<file path="config.mk">
export PLATFORM = sky130hd
export DESIGN_NAME = tach_speed_meter_flat
export DESIGN_NICKNAME = d
export VERILOG_FILES = /design/src/rtl/tach_speed_meter_if.sv /design/src/rtl/tach_speed_meter.sv /design/src/flat_wrapper.sv
export SDC_FILE = /design/constraint.sdc
export NUM_CORES = 1
export LEC_CHECK = 0
export BUFFER_PORTS_ARGS = -buffer_cell sky130_fd_sc_hd__buf_2
export CAP_MARGIN = 20
export CORE_MARGIN = 5
export CORE_UTILIZATION = 42
export CTS_BUF_LIST = sky130_fd_sc_hd__clkbuf_2 sky130_fd_sc_hd__clkbuf_4 sky130_fd_sc_hd__clkbuf_8
export DETAILED_ROUTE_END_ITERATION = 8
export HOLD_SLACK_MARGIN = 0.05
export PLACE_DENSITY = 0.65
export SLEW_MARGIN = 20
export SYNTH_ARGS = -nofsm -noshare
export SYNTH_HDL_FRONTEND = slang
export SYNTH_SLANG_ARGS = --single-unit
</file>
<file path="constraint.sdc">
create_clock -name clk -period 1.9 [get_ports clk]
set_input_delay 0.19 -clock clk [delete_from_list [all_inputs] [get_ports clk]]
set_output_delay 0.19 -clock clk [all_outputs]
set_load 0.005 [all_outputs]
</file>
<file path="src/rtl/tach_speed_meter_if.sv">
// Tachometer speed meter signal bundle: measurement control, raw tach input,
// and the latched speed level / strobe / stall outputs.
interface tach_speed_meter_if;
  logic       enable;
  logic       tach_in;
  logic [3:0] counter;
  logic       valid;
  logic       stall;

  modport master (output enable, output tach_in, input counter, input valid, input stall);
  modport slave  (input enable, input tach_in, output counter, output valid, output stall);
endinterface

</file>
<file path="src/rtl/tach_speed_meter.sv">
// Fan speed meter: synchronise and debounce the tach input, count rising edges
// over a fixed gate window, then publish a saturated 0..15 level plus a stall flag.
module tach_speed_meter #(
  parameter int unsigned GATE_CYCLES     = 1_000_000,
  parameter int unsigned DEBOUNCE_CYCLES = 16,
  parameter int unsigned PULSES_PER_STEP = 2
) (
  input  logic               clk,
  input  logic               reset,
  tach_speed_meter_if.slave  bus
);
  localparam int unsigned GW = (GATE_CYCLES > 1) ? $clog2(GATE_CYCLES) : 1;
  localparam int unsigned DW = $clog2(DEBOUNCE_CYCLES + 1);
  localparam logic [GW-1:0] GATE_LAST = GW'(GATE_CYCLES - 1);
  localparam logic [DW-1:0] DB_MAX    = DW'(DEBOUNCE_CYCLES);
  localparam logic [DW-1:0] DB_NEED   = DW'(DEBOUNCE_CYCLES - 1);

  typedef enum logic [1:0] {S_IDLE, S_SETTLE, S_MEASURE} state_t;

  state_t        r_state, w_state_next;
  logic          r_sync1, r_sync2, r_prev, r_filt, r_filt_d;
  logic [DW-1:0] r_run, w_run;
  logic          w_rise;
  logic [GW-1:0] r_gate;
  logic [15:0]   r_acc, w_acc_next, w_quot;
  logic [3:0]    r_counter, w_level;
  logic          r_valid, r_stall;
  logic          w_win_end, w_publish;

  // w_run counts how many consecutive samples matched the previous one, so
  // the synced bit has held its value for w_run+1 samples.
  always_comb begin
    w_run = '0;
    if (r_sync2 == r_prev)
      w_run = (r_run == DB_MAX) ? r_run : r_run + DW'(1);
  end

  always_ff @(posedge clk) begin
    if (reset) begin
      r_sync1  <= 1'b0;
      r_sync2  <= 1'b0;
      r_prev   <= 1'b0;
      r_run    <= '0;
      r_filt   <= 1'b0;
      r_filt_d <= 1'b0;
    end else begin
      r_sync1  <= bus.tach_in;
      r_sync2  <= r_sync1;
      r_prev   <= r_sync2;
      r_run    <= w_run;
      if (w_run >= DB_NEED)
        r_filt <= r_sync2;
      r_filt_d <= r_filt;
    end
  end

  assign w_rise     = r_filt & ~r_filt_d;
  assign w_win_end  = (r_gate == GATE_LAST);
  assign w_acc_next = (w_rise && (r_acc != '1)) ? r_acc + 16'd1 : r_acc;
  assign w_quot     = w_acc_next / 16'(PULSES_PER_STEP);
  assign w_level    = (w_quot > 16'd15) ? 4'hF : w_quot[3:0];

  always_ff @(posedge clk) begin
    if (reset) r_state <= S_IDLE;
    else       r_state <= w_state_next;
  end

  always_comb begin
    w_state_next = r_state;
    w_publish    = 1'b0;
    case (r_state)
      S_IDLE:    if (bus.enable) w_state_next = S_SETTLE;
      S_SETTLE:  if (!bus.enable) w_state_next = S_IDLE;
                 else if (w_win_end) w_state_next = S_MEASURE;
      S_MEASURE: if (!bus.enable) w_state_next = S_IDLE;
                 else if (w_win_end) w_publish = 1'b1;
      default:   w_state_next = S_IDLE;
    endcase
  end

  // An edge landing on the window-end cycle is folded into the closing window
  // via w_acc_next before the accumulator is cleared for the next one.
  always_ff @(posedge clk) begin
    if (reset) begin
      r_gate    <= '0;
      r_acc     <= '0;
      r_counter <= '0;
      r_valid   <= 1'b0;
      r_stall   <= 1'b0;
    end else begin
      r_valid <= w_publish;
      if (r_state == S_IDLE || !bus.enable || w_win_end) begin
        r_gate <= '0;
        r_acc  <= '0;
      end else begin
        r_gate <= r_gate + GW'(1);
        r_acc  <= w_acc_next;
      end
      if (w_publish) begin
        r_counter <= w_level;
        r_stall   <= (w_acc_next == '0);
      end
    end
  end

  assign bus.counter = r_counter;
  assign bus.valid   = r_valid;
  assign bus.stall   = r_stall;
endmodule

</file>
<file path="src/flat_wrapper.sv">
// flat-port wrapper written by rule: the top's interface ports become plain ports
module tach_speed_meter_flat 
#(
  parameter int unsigned GATE_CYCLES     = 1_000_000,
  parameter int unsigned DEBOUNCE_CYCLES = 16,
  parameter int unsigned PULSES_PER_STEP = 2
)
  (clk, reset, bus_enable, bus_tach_in, bus_counter, bus_valid, bus_stall);
  tach_speed_meter_if bus_i ();
  input  logic clk;
  input  logic reset;
  input wire logic [$bits(bus_i.enable)-1:0] bus_enable;
  input wire logic [$bits(bus_i.tach_in)-1:0] bus_tach_in;
  output wire logic [$bits(bus_i.counter)-1:0] bus_counter;
  output wire logic [$bits(bus_i.valid)-1:0] bus_valid;
  output wire logic [$bits(bus_i.stall)-1:0] bus_stall;
  assign bus_i.enable = bus_enable;
  assign bus_i.tach_in = bus_tach_in;
  assign bus_counter = bus_i.counter;
  assign bus_valid = bus_i.valid;
  assign bus_stall = bus_i.stall;
  tach_speed_meter #(.GATE_CYCLES(GATE_CYCLES), .DEBOUNCE_CYCLES(DEBOUNCE_CYCLES), .PULSES_PER_STEP(PULSES_PER_STEP)) u_core (.clk(clk), .reset(reset), .bus(bus_i));
endmodule
</file>
## Yosys cells after proc, flatten, opt, wreduce, memory -nomap -nowiden

Index checks and enable logic that the tools add are counted.
Widths: inputs -> output; s select.

- Logic and storage cells: 48
- Bits in registers: 54
- Output and inout port bits: 6
- Input port bits: 4

- Bitwise operators: 2
- Add/subtract/negate cells: 3
- Order comparisons: 2
- Mux-type cells: 12
- Equal/unequal tests: 9
- Reductions and logical operators: 8

Operator list:

| kind | count |
|---|---|
| $add 20x1->20 const B | 1 |
| $eq 20x20->1 const B | 1 |
| $add 16x1->16 const B | 1 |
| $logic_not 16->1 | 1 |
| $mux 16 | 1 |
| $ne 16x16->1 const B | 1 |
| $gt 15x4->1 const B | 1 |
| $mux 5 | 2 |
| $mux 2 | 4 |
| $pmux 2 s3 | 1 |
| $add 5x1->5 const B | 1 |
| $eq 5x5->1 const B | 1 |
| $ge 5x4->1 const B | 1 |
| $mux 4 | 1 |
| $ne 2x2->1 const B | 2 |
| $mux 1 | 3 |
| $ne 3x2->1 const B | 1 |
| $reduce_and 3->1 | 1 |
| $eq 2x1->1 const B | 1 |
| $eq 2x2->1 const B | 1 |
| $logic_not 2->1 | 1 |
| $logic_or 1x1->1 | 2 |
| $reduce_or 2->1 | 1 |
| $and 1x1->1 | 1 |
| other kinds (4) | 4 |

## Depth between registers and ports, before layout

- Word-level depth: 6
- Mapped depth: 8
- Mapped depth without buffers: 8

## Worst setup path before layout

Ideal clock, no wire load.

- Path type: register -> register
- Start point: register u_core.r_acc[0]
- End point: register u_core.r_counter[2] (netlist: u_core.bus.counter[2])
- Data required time: 1772 ps
- Clock period less this slack: 2040 ps
- Buffers on the path: 0
- Arrival: 1912 ps
- Stages on the path, launching flop included: 8
- Library setup time: 128 ps
- Setup slack: -140 ps
- Cell sequence: dfxtp_1 ha_1 and4_1 nand4_2 and3_1 mux2i_1 nor4b_4 a21oi_1

- Cells in the longest elaborated chain, start to end: 5
- Elaborated cells between the ends (all ways): 6
- Classes of those cells: add/sub: 1; order compare: 1; eq/ne: 1; mux: 2; reduce/logical: 1

RTL lines:

| what | line | RTL |
|---|---|---|
| start, declared | tach_speed_meter.sv:25 | `logic [15:0] r_acc, w_acc_next, w_quot;` |
| start signal, assigned | tach_speed_meter.sv:97 | `r_acc <= w_acc_next;` |
| branches (longest 2 deep; another with $add 16x1->16) | n/a |  |
| $mux 16 * | tach_speed_meter.sv:59 | `assign w_acc_next = (w_rise && (r_acc != '1)) ? r_acc + 16'd1 : r_acc;` |
| $gt 15x4->1 | tach_speed_meter.sv:61 | `assign w_level = (w_quot > 16'd15) ? 4'hF : w_quot[3:0];` |
| $mux 4 * | tach_speed_meter.sv:61 |  |
| end signal, assigned | tach_speed_meter.sv:100 | `r_counter <= w_level;` |
| end, declared | tach_speed_meter.sv:26 | `logic [3:0] r_counter, w_level;` |

Every way passes the cells marked *.
A chain may end at the register's enable or synchronous reset.

## Worst setup path after layout

- Start point: register u_core.r_acc[1]
- End point: register u_core.r_stall (netlist: u_core.bus.stall)

- Cells in the longest elaborated chain, start to end: 4
- Elaborated cells between the ends (all ways): 5
- Classes of those cells: add/sub: 1; eq/ne: 1; mux: 1; reduce/logical: 2

RTL lines:

| what | line | RTL |
|---|---|---|
| branches (longest 2 deep; another with $add 16x1->16) | n/a |  |
| $mux 16 * | tach_speed_meter.sv:59 |  |
| $logic_not 16->1 * | tach_speed_meter.sv:101 | `r_stall <= (w_acc_next == '0);` |
| end signal, assigned | tach_speed_meter.sv:101 |  |
| end, declared | tach_speed_meter.sv:27 | `logic r_valid, r_stall;` |

Marked as above.

==> flow_metrics.env <==
export IMPL_multi_input_area_um2=1600
export IMPL_fmax_ghz=0.512
export IMPL_critPathCaptureType="flip-flop"
export IMPL_diodes=0
export IMPL_vias=2222
export IMPL_syn2layout_area_growth_pct=21.6
export IMPL_finish_instance_area_um2=3270
export IMPL_finalSetupViolations=5
export IMPL_vias_per_cell=5.22
export IMPL_r2r_end="u_core.bus.stall"
export IMPL_core_area_um2=6280
export IMPL_drc=0
export IMPL_initial_core_util_pct=42.9
export IMPL_ir_drop_v=0.000546
export IMPL_io_buffer_count=9
export IMPL_drt_first_iter_violations=91
export IMPL_grt_start_max_net_pins=27
export IMPL_grt_first_pass_wirelength_um=9560
export IMPL_fillers=574
export IMPL_postCtsHoldBufs=0
export IMPL_yosys_warnings=0
export IMPL_clk_latency_ps=310
export IMPL_r2r_start="u_core.r_acc[1]"
export IMPL_hp_class="in2reg"
export IMPL_max_slew_margin_pct=71.4
export IMPL_finalHoldViolations=0
export IMPL_ys_ff_latch=54
export IMPL_hpwlAfterDp_um=3990
export IMPL_rrSetupSlack_ps=-50
export IMPL_syn_inst=306
export IMPL_register_area_um2=1090
export IMPL_cp_required_ps=2120
export IMPL_layout_drive_gt1_share_pct=26.1
export IMPL_fp_dieW_um=90.0
export IMPL_placed_area_um2=3060
export IMPL_wl_um=5560
export IMPL_yosysSeqAreaShare_pct=40.2
export IMPL_synth_main_ff_cell="dfxtp_1"
export IMPL_outcome="finished, violations left"
export IMPL_clk_pin_slew_worst_paths_ps=100
export IMPL_pre_cts_ws_ps=-51.0
export IMPL_start_kind="flip-flop"
export IMPL_grt_overflow_total=0
export IMPL_antenna_found_initial=0
export IMPL_fin_crit_sh_pct=103
export IMPL_syn_area_um2=2690
export IMPL_cts_tree="yes"
export IMPL_layout_commonest_cell="nor2_1"
export IMPL_final_cell_mix="nor2_1, dfxtp_1, buf_4"
export IMPL_leakagePower_uw=0.00122
export IMPL_arrival_ps=2170
export IMPL_setup_slack_ps=-54.1
export IMPL_syn_num_nets=314
export IMPL_hold_start="bus_tach_in"
export IMPL_num_rows=29
export IMPL_whs_path_depth=2
export IMPL_die_area_um2=8110
export IMPL_powerDensity_nw_per_um2=571
export IMPL_clockBufferDepth=2
export IMPL_drv_slew=0
export IMPL_htreeDepth=2
export IMPL_place_congestion=0.865
export IMPL_grt_pass1_vias=2146
export IMPL_finClkSkew_ps=6.44
export IMPL_reg2reg_depth=9
export IMPL_drt_pass1_iterations=4
export IMPL_io_pins=10
export IMPL_die_y_um=90.0
export IMPL_path_class="reg2reg"
export IMPL_holdWs_ps=83.8
export IMPL_wl_per_cell_um=13.0
export IMPL_fin_nets=356
export IMPL_synth_area_per_cell_um2=8.79
export IMPL_synth_distinct_cells=58
export IMPL_synth_edf_count=0
export IMPL_ant_nets=0
export IMPL_violations="negative setup slack"
export IMPL_path_max_fanout=5
export IMPL_period_needed_ps=1950
export IMPL_rsz0062_at_grt="yes"
export IMPL_hold_path_end="u_core.r_sync1"
export IMPL_async_flop_share_pct=0
export IMPL_grtUsageTotal_pct=13.9
export IMPL_cts_sinks=54
export IMPL_cts_root_buf="clkbuf_8"
export IMPL_drv_cap=0
export IMPL_cts_buffers=5
export IMPL_worst_pin_slew_ps=426
[where the power goes]
part	total, µW	switching [µW]	internal, µW
Combinational	51.6	29.4	22.2
Clock	669	402	267
Sequential	1150	6.71	1140
[state kept, by name (all words and copies together) (netlist names)]
register            count
u_core.bus.counter      4
u_core.bus.stall        1
u_core.bus.valid        1
u_core.r_acc           16
u_core.r_filt           1
u_core.r_filt_d         1
u_core.r_gate          20
u_core.r_prev           1
u_core.r_run            5
u_core.r_state          2
u_core.r_sync1          1
u_core.r_sync2          1
[layer usage]
metal  vias to the layer above  global-route usage [%]  routed length [µm]  part of all wire, %
li1                       1148                       -                   -                    -
met1                      1035                    18.5                2770                   50
met2                        32                    21.8                2530                   46
met3                         7                    3.09                 165                  3.0
met4                         0                    5.46                  82                  1.5
met5                         -                       0                   0                    0
[logic make-up after synthesis]
family	count (synthesis)	synth area share, %
AND/OR/NAND/NOR	154	32.8
flip-flops	54	40.2
XOR/XNOR	35	11.4
AO/OA/AOI/OAI	33	8.09
buffers and inverters	22	4.09
multiplexers	4	1.53
adder cells (fa/ha/maj)	4	1.86
[through the flow]
stage,cells,power (µW),utilization [%],TNS [ps]
global route,426,1940,52.1,-600
global placement,414,1220,48.7,-3.82
finish,426,1870,52.1,-222
floorplan,306,1210,-,0
detailed placement,414,1230,48.7,-196
CTS,423,1890,50.8,-153
[worst max path at each step]
stage | startpoint | end | slack [ps]
after detailed placement | u_core.r_acc[1] | u_core.bus.counter[2] | -50
after global placement | u_core.r_acc[1] | u_core.bus.counter[2] | -4
after CTS | u_core.r_acc[0] | u_core.bus.counter[3] | -40
after floorplan | u_core.r_gate[0] | u_core.bus.counter[2] | 30
after global routing | u_core.r_acc[1] | u_core.bus.counter[2] | -140
final | u_core.r_acc[1] | u_core.bus.stall | -50
[synthesized netlist by cell type (4+ instances only)]
master,instances,share of area [%]
nor2_1,53,7.4
nand3_1,19,3.5
nand2_1,17,2.4
nand4_1,9,2.1
a21oi_1,9,1.7
clkbuf_1,4,0.56
buf_2,5,0.93
o21ai_0,6,1.1
dfxtp_1,54,40
xnor2_1,17,5.5
inv_1,7,0.98
ha_1,4,1.9
o21bai_1,5,1.4
nor3_1,8,1.5
and4_1,6,2.0
xor2_1,18,5.9
and3_1,5,1.2
nor2b_1,6,1.4
[worst max-delay path, cell delays in order, from the launching register on]
cell	delay, ps
dfxtp_2	360
ha_4	130
and4_4	270
nand3_4	120
buf_6	150
o31a_1	250
o22ai_2	190
nor4b_4	70
buf_4	160
a21o_1	150
[final cells by class]
class | count | share of cell area (%)
clock buffer | 5 | 2.10
multi-input combinational | 230 | 48.9
tap | 77 | 2.95
timing repair buffer | 50 | 11.3
inverter | 7 | 0.803
clock inverter | 3 | 0.765
sequential | 54 | 33.2
[repair_timing]
action / CTS / global route
cloned: 0 / 0
resized for setup: 5 / 15
setup buffers: 1 / 4
setup endpoints to repair: 5 / 10
pin swaps: 6 / 6
(Power assumes the default switching activity.)
